File: config.mk
export PLATFORM = sky130hd
export DESIGN_NAME = hazard_scoreboard_flat
export DESIGN_NICKNAME = d
export VERILOG_FILES = /design/src/rtl/hazard_scoreboard_if.sv /design/src/rtl/hazard_scoreboard.sv /design/src/flat_wrapper.sv
export SDC_FILE = /design/constraint.sdc
export NUM_CORES = 1
export LEC_CHECK = 0
export ABC_CLOCK_PERIOD_IN_PS = 3700
export CORE_MARGIN = 8
export CORE_UTILIZATION = 25
export DETAILED_ROUTE_END_ITERATION = 7
export SYNTH_ARGS = -nofsm -noshare
export SYNTH_HDL_FRONTEND = slang
export SYNTH_SLANG_ARGS = --single-unit
File: constraint.sdc
create_clock -name clk -period 3.7 [get_ports clk]
set_input_delay 0.37 -clock clk [delete_from_list [all_inputs] [get_ports clk]]
set_output_delay 0.37 -clock clk [all_outputs]
set_load 0.02 [all_outputs]
File: src/rtl/hazard_scoreboard_if.sv
// D-stage decode information into the hazard scoreboard, and the stall/forward
// decisions back out to the pipeline.
interface hazard_scoreboard_if #(
    parameter int TW   = 3,
    parameter int SELW = 2
);
    logic            d_valid;
    logic [4:0]      d_rs;
    logic [4:0]      d_rt;
    logic [TW-1:0]   d_tuse_rs;
    logic [TW-1:0]   d_tuse_rt;
    logic [4:0]      d_dst;
    logic [TW-1:0]   d_tnew;
    logic            d_md_use;
    logic            d_md_start;
    logic            d_md_div;

    logic            stall;
    logic [SELW-1:0] fwd_rs_d;
    logic [SELW-1:0] fwd_rt_d;
    logic [SELW-1:0] fwd_rs_e;
    logic [SELW-1:0] fwd_rt_e;
    logic            md_busy;

    modport master (
        output d_valid, d_rs, d_rt, d_tuse_rs, d_tuse_rt, d_dst, d_tnew,
               d_md_use, d_md_start, d_md_div,
        input  stall, fwd_rs_d, fwd_rt_d, fwd_rs_e, fwd_rt_e, md_busy
    );

    modport slave (
        input  d_valid, d_rs, d_rt, d_tuse_rs, d_tuse_rt, d_dst, d_tnew,
               d_md_use, d_md_start, d_md_div,
        output stall, fwd_rs_d, fwd_rt_d, fwd_rs_e, fwd_rt_e, md_busy
    );
endinterface

File: src/rtl/hazard_scoreboard.sv
// Registered scoreboard of in-flight writers past Decode: derives D/E forward
// selects and the D stall, and owns the multiply/divide busy counter.
module hazard_scoreboard #(
    parameter int NSTAGE   = 3,
    parameter int TW       = 3,
    parameter int MULT_LAT = 5,
    parameter int DIV_LAT  = 10,
    parameter int SELW     = $clog2(NSTAGE + 1)
) (
    input  logic               clk,
    input  logic               reset,
    hazard_scoreboard_if.slave sb
);
    localparam int MAXLAT = (DIV_LAT > MULT_LAT) ? DIV_LAT : MULT_LAT;
    localparam int CW     = $clog2(MAXLAT + 1);

    typedef struct packed {
        logic            hit;
        logic [TW-1:0]   tnew;
        logic [SELW-1:0] k;
    } match_t;

    // Index 0 is the E entry, index NSTAGE-1 the W entry.
    logic [4:0]    dst_q  [NSTAGE];
    logic [4:0]    dst_d  [NSTAGE];
    logic [TW-1:0] tnew_q [NSTAGE];
    logic [TW-1:0] tnew_d [NSTAGE];
    logic [4:0]    rs_q   [NSTAGE];
    logic [4:0]    rs_d   [NSTAGE];
    logic [4:0]    rt_q   [NSTAGE];
    logic [4:0]    rt_d   [NSTAGE];
    logic          md_tag_q;
    logic          md_tag_d;
    logic [CW-1:0] md_cnt_q;
    logic [CW-1:0] md_cnt_d;

    match_t m_rs_d, m_rt_d, m_rs_e, m_rt_e;
    logic   rs_stall, rt_stall, md_stall, stall, issue, md_busy;

    // Scanning oldest to youngest lets the youngest match overwrite older ones.
    function automatic match_t youngest(input logic [4:0] x, input int kmin);
        match_t m;
        m = '0;
        for (int k = NSTAGE; k >= kmin; k--) begin
            if (x != 5'd0 && dst_q[k-1] == x) begin
                m.hit  = 1'b1;
                m.tnew = tnew_q[k-1];
                m.k    = SELW'(k);
            end
        end
        return m;
    endfunction

    always_comb begin
        m_rs_d = youngest(sb.d_rs, 1);
        m_rt_d = youngest(sb.d_rt, 1);
        m_rs_e = youngest(rs_q[0], 2);
        m_rt_e = youngest(rt_q[0], 2);
    end

    assign rs_stall = m_rs_d.hit && (m_rs_d.tnew > sb.d_tuse_rs);
    assign rt_stall = m_rt_d.hit && (m_rt_d.tnew > sb.d_tuse_rt);
    assign md_busy  = (md_cnt_q != '0);
    assign md_stall = sb.d_md_use && (md_busy || md_tag_q);
    assign stall    = rs_stall || rt_stall || md_stall;
    assign issue    = sb.d_valid && !stall;

    assign sb.stall    = stall;
    assign sb.md_busy  = md_busy;
    assign sb.fwd_rs_d = (m_rs_d.hit && m_rs_d.tnew == '0) ? m_rs_d.k : '0;
    assign sb.fwd_rt_d = (m_rt_d.hit && m_rt_d.tnew == '0) ? m_rt_d.k : '0;
    assign sb.fwd_rs_e = (m_rs_e.hit && m_rs_e.tnew == '0) ? m_rs_e.k : '0;
    assign sb.fwd_rt_e = (m_rt_e.hit && m_rt_e.tnew == '0) ? m_rt_e.k : '0;

    // A stalled D inserts a bubble into E while E/M/W keep advancing.
    always_comb begin
        dst_d[0]  = issue ? sb.d_dst  : '0;
        tnew_d[0] = issue ? sb.d_tnew : '0;
        rs_d[0]   = issue ? sb.d_rs   : '0;
        rt_d[0]   = issue ? sb.d_rt   : '0;
        for (int k = 1; k < NSTAGE; k++) begin
            dst_d[k]  = dst_q[k-1];
            tnew_d[k] = (tnew_q[k-1] != '0) ? tnew_q[k-1] - TW'(1) : '0;
            rs_d[k]   = rs_q[k-1];
            rt_d[k]   = rt_q[k-1];
        end
        md_tag_d = issue && sb.d_md_start;
    end

    always_comb begin
        md_cnt_d = md_cnt_q;
        if (issue && sb.d_md_start) begin
            md_cnt_d = sb.d_md_div ? CW'(DIV_LAT) : CW'(MULT_LAT);
        end else if (md_cnt_q != '0) begin
            md_cnt_d = md_cnt_q - CW'(1);
        end
    end

    always_ff @(posedge clk or posedge reset) begin
        if (reset) begin
            for (int k = 0; k < NSTAGE; k++) begin
                dst_q[k]  <= '0;
                tnew_q[k] <= '0;
                rs_q[k]   <= '0;
                rt_q[k]   <= '0;
            end
            md_tag_q <= 1'b0;
            md_cnt_q <= '0;
        end else begin
            for (int k = 0; k < NSTAGE; k++) begin
                dst_q[k]  <= dst_d[k];
                tnew_q[k] <= tnew_d[k];
                rs_q[k]   <= rs_d[k];
                rt_q[k]   <= rt_d[k];
            end
            md_tag_q <= md_tag_d;
            md_cnt_q <= md_cnt_d;
        end
    end
endmodule

File: src/flat_wrapper.sv
// flat-port wrapper written by rule: the top's interface ports become plain ports
module hazard_scoreboard_flat 
#(
    parameter int NSTAGE   = 3,
    parameter int TW       = 3,
    parameter int MULT_LAT = 5,
    parameter int DIV_LAT  = 10,
    parameter int SELW     = $clog2(NSTAGE + 1)
)
  (clk, reset, sb_d_valid, sb_d_rs, sb_d_rt, sb_d_tuse_rs, sb_d_tuse_rt, sb_d_dst, sb_d_tnew, sb_d_md_use, sb_d_md_start, sb_d_md_div, sb_stall, sb_fwd_rs_d, sb_fwd_rt_d, sb_fwd_rs_e, sb_fwd_rt_e, sb_md_busy);
  hazard_scoreboard_if #(.TW(TW), .SELW(SELW)) sb_i ();
  input  logic clk;
  input  logic reset;
  input wire logic [$bits(sb_i.d_valid)-1:0] sb_d_valid;
  input wire logic [$bits(sb_i.d_rs)-1:0] sb_d_rs;
  input wire logic [$bits(sb_i.d_rt)-1:0] sb_d_rt;
  input wire logic [$bits(sb_i.d_tuse_rs)-1:0] sb_d_tuse_rs;
  input wire logic [$bits(sb_i.d_tuse_rt)-1:0] sb_d_tuse_rt;
  input wire logic [$bits(sb_i.d_dst)-1:0] sb_d_dst;
  input wire logic [$bits(sb_i.d_tnew)-1:0] sb_d_tnew;
  input wire logic [$bits(sb_i.d_md_use)-1:0] sb_d_md_use;
  input wire logic [$bits(sb_i.d_md_start)-1:0] sb_d_md_start;
  input wire logic [$bits(sb_i.d_md_div)-1:0] sb_d_md_div;
  output wire logic [$bits(sb_i.stall)-1:0] sb_stall;
  output wire logic [$bits(sb_i.fwd_rs_d)-1:0] sb_fwd_rs_d;
  output wire logic [$bits(sb_i.fwd_rt_d)-1:0] sb_fwd_rt_d;
  output wire logic [$bits(sb_i.fwd_rs_e)-1:0] sb_fwd_rs_e;
  output wire logic [$bits(sb_i.fwd_rt_e)-1:0] sb_fwd_rt_e;
  output wire logic [$bits(sb_i.md_busy)-1:0] sb_md_busy;
  assign sb_i.d_valid = sb_d_valid;
  assign sb_i.d_rs = sb_d_rs;
  assign sb_i.d_rt = sb_d_rt;
  assign sb_i.d_tuse_rs = sb_d_tuse_rs;
  assign sb_i.d_tuse_rt = sb_d_tuse_rt;
  assign sb_i.d_dst = sb_d_dst;
  assign sb_i.d_tnew = sb_d_tnew;
  assign sb_i.d_md_use = sb_d_md_use;
  assign sb_i.d_md_start = sb_d_md_start;
  assign sb_i.d_md_div = sb_d_md_div;
  assign sb_stall = sb_i.stall;
  assign sb_fwd_rs_d = sb_i.fwd_rs_d;
  assign sb_fwd_rt_d = sb_i.fwd_rt_d;
  assign sb_fwd_rs_e = sb_i.fwd_rs_e;
  assign sb_fwd_rt_e = sb_i.fwd_rt_e;
  assign sb_md_busy = sb_i.md_busy;
  hazard_scoreboard #(.NSTAGE(NSTAGE), .TW(TW), .MULT_LAT(MULT_LAT), .DIV_LAT(DIV_LAT), .SELW(SELW)) u_core (.clk(clk), .reset(reset), .sb(sb_i));
endmodule
# Word level (Yosys, flattened, before mapping)
# Cells that the tools add are included.
word_totals:
  in_bits: 30
  out_inout_bits: 10
  regBits: 39
  wordCells: 83
classes:
  mux: 23
  add_sub_neg: 3
  magnitude_cmp: 2
  eq_ne: 10
  reduce_logical: 35
op_table:
  columns: ["op", "count"]
  rows:
  - ["6-bit two-way mux", 10]
  - ["5-bit == test", 10]
  - ["5-bit nonzero test", 4]
  - ["1-bit logical AND", 19]
  - ["5-bit two-way mux", 3]
  - ["3-bit zero test", 4]
  - ["4-bit two-way mux", 3]
  - ["3-bit two-way mux", 3]
  - ["2-bit two-way mux", 4]
  - ["3-bit greater-than comparator", 2]
  - ["3-bit nonzero test", 2]
  - ["3-bit by 1-bit subtractor with 3-bit output, second input constant", 2]
  - ["4-bit nonzero test", 1]
  - ["4-bit by 1-bit subtractor with 4-bit output, second input constant", 1]
  - ["1-bit logical OR", 3]
  - ["2-bit nonzero test", 1]
  - ["1-bit zero test", 1]

# Longest topological paths before layout
# Gate-level depths: netlist of run 1.
logic_depth:
  ltp_word: 13
  depth_mapped: 15
  depth_no_buf: 13

# Worst setup path before layout of run 1
# Ideal clock, no wire load.
synth_path:
  kind: "input port to output port"
  from: "input port sb_d_rs[1]"
  to: "output port sb_stall"
  stages: 12
  t_arrival_ns: 2.948
  path_slack_ns: 0.382
  n_path_buf: 1
  t_required_ns: 3.330
  cell_sequence: "or4_1 > nor2_2 > or4_1 > buf_6 > nor2_1 > a21oi_1 > ha_1 > nor2b_1 > o21a_1 > o21ai_1 > a211oi_2 > or3_1"
synth_via:
  elab_chain_len: 9
  word_cells_on_any_way: 14
  cone_classes: "order compare (1); eq/ne (3); mux (3); reduce/logical (7)"
synth_rtl:
  columns: ["element", "line", "rtl"]
  rows:
  - ["start: declaration", "flat_wrapper.sv:15", "input wire logic [$bits(sb_i.d_rs)-1:0] sb_d_rs;"]
  - ["5-bit == test / 5-bit nonzero test (equally long branches)", "hazard_scoreboard.sv:45", "if (x != 5'd0 && dst_q[k-1] == x) begin"]
  - ["1-bit logical AND", "hazard_scoreboard.sv:45", null]
  - ["6-bit two-way mux (2 in a row)", "hazard_scoreboard.sv:45", null]
  - ["6-bit two-way mux *", "hazard_scoreboard.sv:45", null]
  - ["3-bit greater-than comparator", "hazard_scoreboard.sv:61", "assign rs_stall = m_rs_d.hit && (m_rs_d.tnew > sb.d_tuse_rs);"]
  - ["1-bit logical AND *", "hazard_scoreboard.sv:61", null]
  - ["1-bit logical OR * (2 in a row)", "hazard_scoreboard.sv:65", "assign stall = rs_stall || rt_stall || md_stall;"]
  - ["end: declaration", "flat_wrapper.sv:24", "output wire logic [$bits(sb_i.stall)-1:0] sb_stall;"]
# Mark *: on every way between the ends. The rest lies on a longest branch, timed or not.

# Final worst setup path of run 1
layout_path:
  from: "register u_core.dst_q[1] (netlist bit)"
  to: "output port sb_stall"
layout_via:
  elab_chain_len: 9
  word_cells_on_any_way: 16
  cone_classes: "order compare (2); eq/ne (2); mux (6); reduce/logical (6)"
layout_rtl:
  columns: ["element", "line", "rtl"]
  rows:
  - ["start: declaration", "hazard_scoreboard.sv:24", "logic [4:0] dst_q [NSTAGE];"]
  - ["start signal: indexed assignment", "hazard_scoreboard.sv:111", "dst_q[k] <= dst_d[k];"]
  - ["5-bit == test", "hazard_scoreboard.sv:45", null]
  - ["1-bit logical AND", "hazard_scoreboard.sv:45", null]
  - ["6-bit two-way mux (3 in a row)", "hazard_scoreboard.sv:45", null]
  - ["3-bit greater-than comparator, on equally long branches", "hazard_scoreboard.sv:61, hazard_scoreboard.sv:62", null]
  - ["1-bit logical AND, on equally long branches", "hazard_scoreboard.sv:61, hazard_scoreboard.sv:62", null]
  - ["1-bit logical OR * (2 in a row)", "hazard_scoreboard.sv:65", null]
# Marks and branches as above.

==> results.toml, run 1 <==
[logic_synthesis]
ys_seq_elements = 39
avgSynthCellArea_um2 = 9.90
syn_nets = 289
netlist_instances = 247
syn_area_mm2 = 0.00244
yosysWarnings = 0
synth-seq-area-share_pct = 39.9
synth_cell_types = 37

[critical_path]
cpMaxStageDelayCell = "dfrtp_2"
cp_common_cell = "o211ai_1"
crit_buf_inv = 1
cp_slowest_stage_delay_ps = 440
endpoint_kind = "output port"
path_class = "flop to output port"
crit_fanout = 3
cp.arrival_ps = 3180
path_cells = "xor2_1, nor3_1, nand3_1, nand3b_1, o211ai_1, ha_1, nor2b_1, o21a_1, o211ai_1, a31oi_2, or3_1, buf_2"
critPathLaunchType = "flop"
r2r_slack_ps = 490
critPathTopFamily = "simple AND/OR/NAND/NOR gates"
worstPathRequired_ps = 3330

[timing]
skew_ps = 11.4
min_period_over_period_pct = 96.0
setup_violations = 0
fin_crit_ps = 3550
fmax_ghz = 0.282
timing.hold.ws_ps = 416
finalMaxSlewViolations = 0
final-hold-violation-count = 0
tightest_slew_ps = 1020
finalSetupTns_ps = 0
relSlewSlack_pct = 32.0

[pwr]
power_density_mw_per_mm2 = 386
ir_drop_mv = 0.252
finalPower_mw = 1.37
leakage_nw = 1.66

[final_layout]
drive_above_1_share_pct = 24.4
instances_no_fill = 473
antenna_cells = 0
nNetsFinal = 381
fin_area_mm2 = 0.00356
synthToLayoutAreaGrowth_pct = 45.5

[clock_network]
cts_buffers = 5
worstSkewPairLatency_ps = 290
cts_sinks = 39
cts_tree = "built"
clk_pin_slew_worst_paths_ps = 80
htree_levels = 2
cts_buffer_depth = 2
cts-root-buf = "clkbuf_8"

[die]
start_util_pct = 25.4
die_w_um = 115
dieArea_mm2 = 0.0132
rows = 36
core_mm2 = 0.00964
die_h_um = 115
ios = 40

[global_routing]
antenna_found_initial = 0
grt_max_degree = 29
grt_pass1_vias = 2188
grt_pass1_wl_um = 10400
track_usage_pct = 9.93
overflow = 0

[drt]
route.detailed.drc = 0
dr.first_iter.drc_count = 48
dr_total_vias = 2101
wl_per_cell_um = 13.4
viasPerCell = 4.44
drtAntennaViolNets = 0
drtPass1Iterations = 4
routed_wl_um = 6330

[placed_design]
hpwl_um = 5160
place_congestion = 0.843
dpl_cell_area_mm2 = 0.00329
portBuffers = 39
place_inst = 456

[status]
status = "finished clean"

[min_path]
hold_path.class = "input pin to flop"

[job]
max_cap_violations = 0
## cells in the mapped netlist
cell type,number,area [µm²]
o21ai_1,1,5.00
a21o_1,1,7.51
and2_1,18,113
nor4b_4,1,23.8
nor4_1,3,18.8
or4_1,3,22.5
nor4_4,1,21.3
dfrtp_1,39,976
o21ai_4,1,16.3
buf_6,2,22.5
nand2_1,15,56.3
nor2_2,1,6.26
mux2i_1,4,40.0
or2_2,2,12.5
or3b_1,1,8.76
a21oi_1,3,15.0
o21a_1,2,15.0
a211oi_2,1,12.5
a2111oi_0,3,26.3
nand4_1,11,68.8
nor3b_1,1,7.51
a31o_2,1,8.76
clkbuf_1,2,7.51
o211ai_1,4,30.0
nand3_1,9,45.0
ha_1,12,150
nor3_1,9,45.0
nor2b_1,3,18.8
nor2_1,15,56.3
xor2_1,24,210
xnor2_1,29,254
inv_1,14,52.6
o21ai_0,5,25.0
nand3b_1,1,7.51
a32oi_1,3,26.3
or3_1,1,6.26
a31oi_1,1,6.26
## stage by stage
stage,utilization [%],setup slack (ps)
final,36.9,149
after global placement,34.2,-510
after floorplan,-,382
after global routing,36.9,-17.5
after detailed placement,34.2,-490
after CTS,35.5,-56.4
## where the power goes
| group | internal, mW | switching, mW |
|---|---|---|
| Sequential | 0.482 | 0.0584 |
| Combinational | 0.237 | 0.215 |
| Clock | 0.222 | 0.157 |
| Total | 0.941 | 0.431 |
## path summary, 6_finish.rpt
path	cells past startpoint	to	from
min in group asynchronous	2	u_core.dst_d[2]$_DFF_PP0_	reset
max in group asynchronous	3	u_core.dst_d[5]$_DFF_PP0_	reset
min reg2reg	0	u_core.dst_d[4]$_DFF_PP0_	u_core.dst_d[9]$_DFF_PP0_
max reg2reg	14	u_core.rs_d[8]$_DFF_PP0_	u_core.dst_q[1]$_DFF_PP0_
min	2	u_core.rs_d[9]$_DFF_PP0_	sb_d_rs[4]
max	12	sb_stall	u_core.dst_q[1]$_DFF_PP0_
## cell type report
class	instances	area, µm²
clock inverter	2	38.8
fill	997	6080
sequential	39	982
inverter	14	52.6
timing repair buffer	89	786
tap	133	166
clock buffer	6	82.6
multi-input combinational	190	1450
## logic make-up after synthesis
family / Yosys count / synth area share, %
muxes: 4 / 1.64
DFF: 39 / 39.9
AOI/OAI and AO/OA: 26 / 7.93
xor gates and xnor gates: 53 / 19.0
and+or+nand+nor: 95 / 22.0
adders and majority gates: 12 / 6.14
buffers and inverters: 18 / 3.38
## registers in the layout (all words and copies together), names as in the netlist
register         flops
u_core.rt_d          5
u_core.md_tag_q      1
u_core.dst_d        10
u_core.tnew_q        9
u_core.md_cnt_q      4
u_core.rs_d          5
u_core.dst_q         5
## cells in the final DEF (no fill, tap or decap), types with 4 or more instances in the layout
| master | netlist | routed |
|---|---|---|
| buf_4 | 0 | 49 |
| dfrtp_1 | 39 | 34 |
| xnor2_1 | 29 | 29 |
| clkdlybuf4s50_1 | 0 | 27 |
| xor2_1 | 24 | 24 |
| and2_1 | 18 | 18 |
| nand2_1 | 15 | 15 |
| nor2_1 | 15 | 15 |
| inv_1 | 14 | 14 |
| ha_1 | 12 | 12 |
| nand4_1 | 11 | 11 |
| nand3_1 | 9 | 9 |
| nor3_1 | 9 | 7 |
| dlymetal6s2s_1 | 0 | 7 |
| clkbuf_8 | 0 | 6 |
| o21ai_0 | 5 | 5 |
| dfrtp_2 | 0 | 5 |
| o211ai_1 | 4 | 4 |
| mux2i_1 | 4 | 4 |
| dlygate4sd2_1 | 0 | 4 |
## per-layer routing
metal	vias to the layer above	share of wire (%)	routed length [µm]	GRT usage (%)
met4	0	1.5	98	3.42
li1	1028	-	-	-
met1	1016	46	2930	12.6
met2	46	47	2970	16.1
met3	11	5.3	335	2.42
met5	-	0	0	0
## what timing repair did
item,CTS,global route
resized for setup,11,24
endpoints found under the setup margin,3,6
buffers inserted,1,8
hold buffers,0,0
pin swaps,2,6
No activity file was read; power rests on OpenSTA's default activity.
==> run 2, diff against run 1 <==
- ABC_AREA: default -> 1
- REMOVE_ABC_BUFFERS: default -> 1
==> results.toml, run 2 <==
[pwr]
pwr-share-comb_pct = 31.7
seq_power_share_pct = 38.7
power_density_mw_per_mm2 = 412
swShare_pct = 32.1
power_frac_clock_pct = 29.6
leakage_nw = 1.80
ir_drop_mv = 0.317
p_int_uw = 955
netSwitchingPower_uw = 451

[logic_synthesis]
syn_area_mm2 = 0.00266
synth_area_leaders = "dfrtp_1 37%, nand2_1 11%, inv_1 8.3%"
synth_edf_count = 0
avgSynthCellArea_um2 = 7.45
yosysMostFrequentCell = "nand2_1"
ys_seq_elements = 39
dominantRegCellSynth = "dfrtp_1"
synth_cell_types = 32
yosysWarnings = 0
synth_common_cells = "76 x nand2_1, 59 x inv_1, 44 x nor2_1"
synth-seq-area-share_pct = 36.7
netlist_instances = 357
async_flop_share_pct = 100
yosysTopAreaCell = "dfrtp_1"
synth_top_area_share_pct = 36.7

[critical_path]
worstPathRequired_ps = 3330
cp.arrival_ps = 3050
critPathLaunchType = "input pin"
endpoint_kind = "output port"
path_class = "input pin to output port"
cpMaxStageDelayCell = "clkdlybuf4s50_1"
path_cells = "clkdlybuf4s50_1, inv_2, nand2_1, nand2_1, nor2_1, nand3_2, inv_1, a21oi_1, nand2_1, o21ai_0, inv_1, ha_1, a21oi_1, a32oi_1, nand2_2, nand2_2, nor2_4, inv_1, dlygate4sd2_1"
crit_fanout = 6
r2r_slack_ps = 870
cp_slowest_stage_delay_ps = 580
crit_buf_inv = 6
critPathTopFamily = "buffers and inverters"

[final_layout]
multi_input_area_mm2 = 0.00140
regArea_um2 = 976
final_util_pct = 33.0
mostFrequentLayoutCell = "nand2_1"
drive_above_1_share_pct = 10.7
largest_register_ffs = 10
fillers = 1072
synthToLayoutAreaGrowth_pct = 28.1
final_cell_mix = "76 x nand2_1, 59 x inv_1, 44 x nor2_1, 39 x dfrtp_1, 36 x clkdlybuf4s50_1"
antenna_cells = 0
nNetsFinal = 451

[clock_network]
worstSkewPairLatency_ps = 290
clk_pin_slew_worst_paths_ps = 70
cts-root-buf = "clkbuf_8"
ctsHoldBuffers = 0
cts_tree = "built"
cts_buffers = 5
cts_sinks = 39
cts_buffer_depth = 2
htree_levels = 2

[placed_design]
portBuffers = 39
place_congestion = 0.883
post-place-ws_ps = -17.3
hpwl_um = 5300

[timing]
fin_crit_ps = 3420
tightest_slew_ps = 543
setup_slack_ps = 277
rsz0062_at_grt = "false"
fmax_ghz = 0.292
relSlewSlack_pct = 63.5
final-hold-violation-count = 0
min_period_over_period_pct = 92.5
skew_ps = 7.01
finalMaxSlewViolations = 0
setup_violations = 0

[status]
status = "finished clean"

[die]
die_w_um = 119
ios = 40
start_util_pct = 25.8
rows = 37
dieArea_mm2 = 0.0142
core_mm2 = 0.0103
die_h_um = 119

[drt]
drtAntennaViolNets = 0
routed-wl-met2_um = 3210
dr_total_vias = 2356
viasPerCell = 4.32
dr.first_iter.drc_count = 136
drtPass1Iterations = 4
routed_wl_um = 6510
wl_met3_um = 258
highest_layer = "met4"
route.detailed.drc = 0
wl_per_cell_um = 11.9
wl_met1_um = 2890

[global_routing]
track_usage_pct = 9.29
grt_pass1_wl_um = 10900
overflow = 0
grt_max_degree = 40
antenna_found_initial = 0
grt_pass1_vias = 2373

[min_path]
hold_path.class = "flop to flop"

[job]
max_cap_violations = 0
## run 2: changes by cell type after synthesis, sizes merged, moves of 9 or more
cell,previous run,this run
nor2,16,48
inv,14,67
o21ai,7,16
xnor2,29,19
nand2,15,82
and2,18,0
## run 2: final timing paths
kind | startpoint | to | depth (start not counted)
max | sb_d_rt[1] | sb_stall | 19
min | u_core.dst_d[6]$_DFF_PP0_ | u_core.dst_d[1]$_DFF_PP0_ | 0
max reg2reg | u_core.dst_q[3]$_DFF_PP0_ | u_core.rs_d[5]$_DFF_PP0_ | 19
min reg2reg | u_core.dst_d[6]$_DFF_PP0_ | u_core.dst_d[1]$_DFF_PP0_ | 0
max in group asynchronous | reset | u_core.dst_d[5]$_DFF_PP0_ | 3
min in group asynchronous | reset | u_core.dst_q[3]$_DFF_PP0_ | 3
## run 2: cells by family (layout without fill, tap and decap cells)
family	Yosys count	count (layout)	share of synthesized area, %
XOR/XNOR	35	35	11.5
AO/OA/AOI/OAI	33	33	6.96
buffers and inverters	72	125	10.6
flip-flops	39	39	36.7
adder cells (fa/ha/maj)	12	12	5.64
AND/OR/NAND/NOR	166	166	28.6
## run 2: layer usage
layer | up-vias | GRT usage, %
met5 | - | 0
met4 | 0 | 3.40
met3 | 12 | 1.75
met2 | 53 | 16.8
met1 | 1089 | 10.7
li1 | 1202 | -
## run 2: power groups by stage
stage	clock network, mW	logic (mW)	registers (mW)
floorplan	0	0.308	0.532
global placement	0	0.440	0.551
detailed placement	0	0.453	0.550
CTS	0.426	0.452	0.542
global route	0.445	0.508	0.552
finish	0.416	0.446	0.545
## run 2: per-stage QoR
step | setup TNS, ps | hold slack (ps) | std cells | cell area, µm² | total power, mW
after floorplan | 0 | 394 | 352 | 2630 | 0.840
after detailed placement | -17.3 | 427 | 538 | 3270 | 1.00
after global placement | 0 | 426 | 538 | 3270 | 0.990
final | 0 | 441 | 546 | 3410 | 1.41
after global routing | 0 | 463 | 546 | 3410 | 1.51
after CTS | 0 | 441 | 546 | 3400 | 1.42
## run 2: final cells by class
class	count	area share [%]
Clock inverter	2	1.76
Sequential cell	39	28.6
Tap cell	136	4.99
Multi-Input combinational cell	246	41.1
Inverter	67	7.38
Timing Repair Buffer	50	14.0
Clock buffer	6	2.13
## run 2: what timing repair did
item | in CTS | in global routing
endpoints found under the setup margin | 1 | 1
setup buffers | 0 | 0
resized for setup | 1 | 2
## run 2: worst register-to-register path: stages (launching register included)
cell	delay, ps
dfrtp_1	430
inv_1	170
nand2_1	70
nand2_1	60
nand2_1	50
nor2_1	80
nand2_1	110
nor2_1	230
nand2_1	80
nand2_1	70
o21ai_1	70
inv_1	70
ha_1	240
a21oi_1	160
a32oi_1	80
nand2_2	100
buf_4	120
nand4_4	170
buf_4	250
nor2_1	150
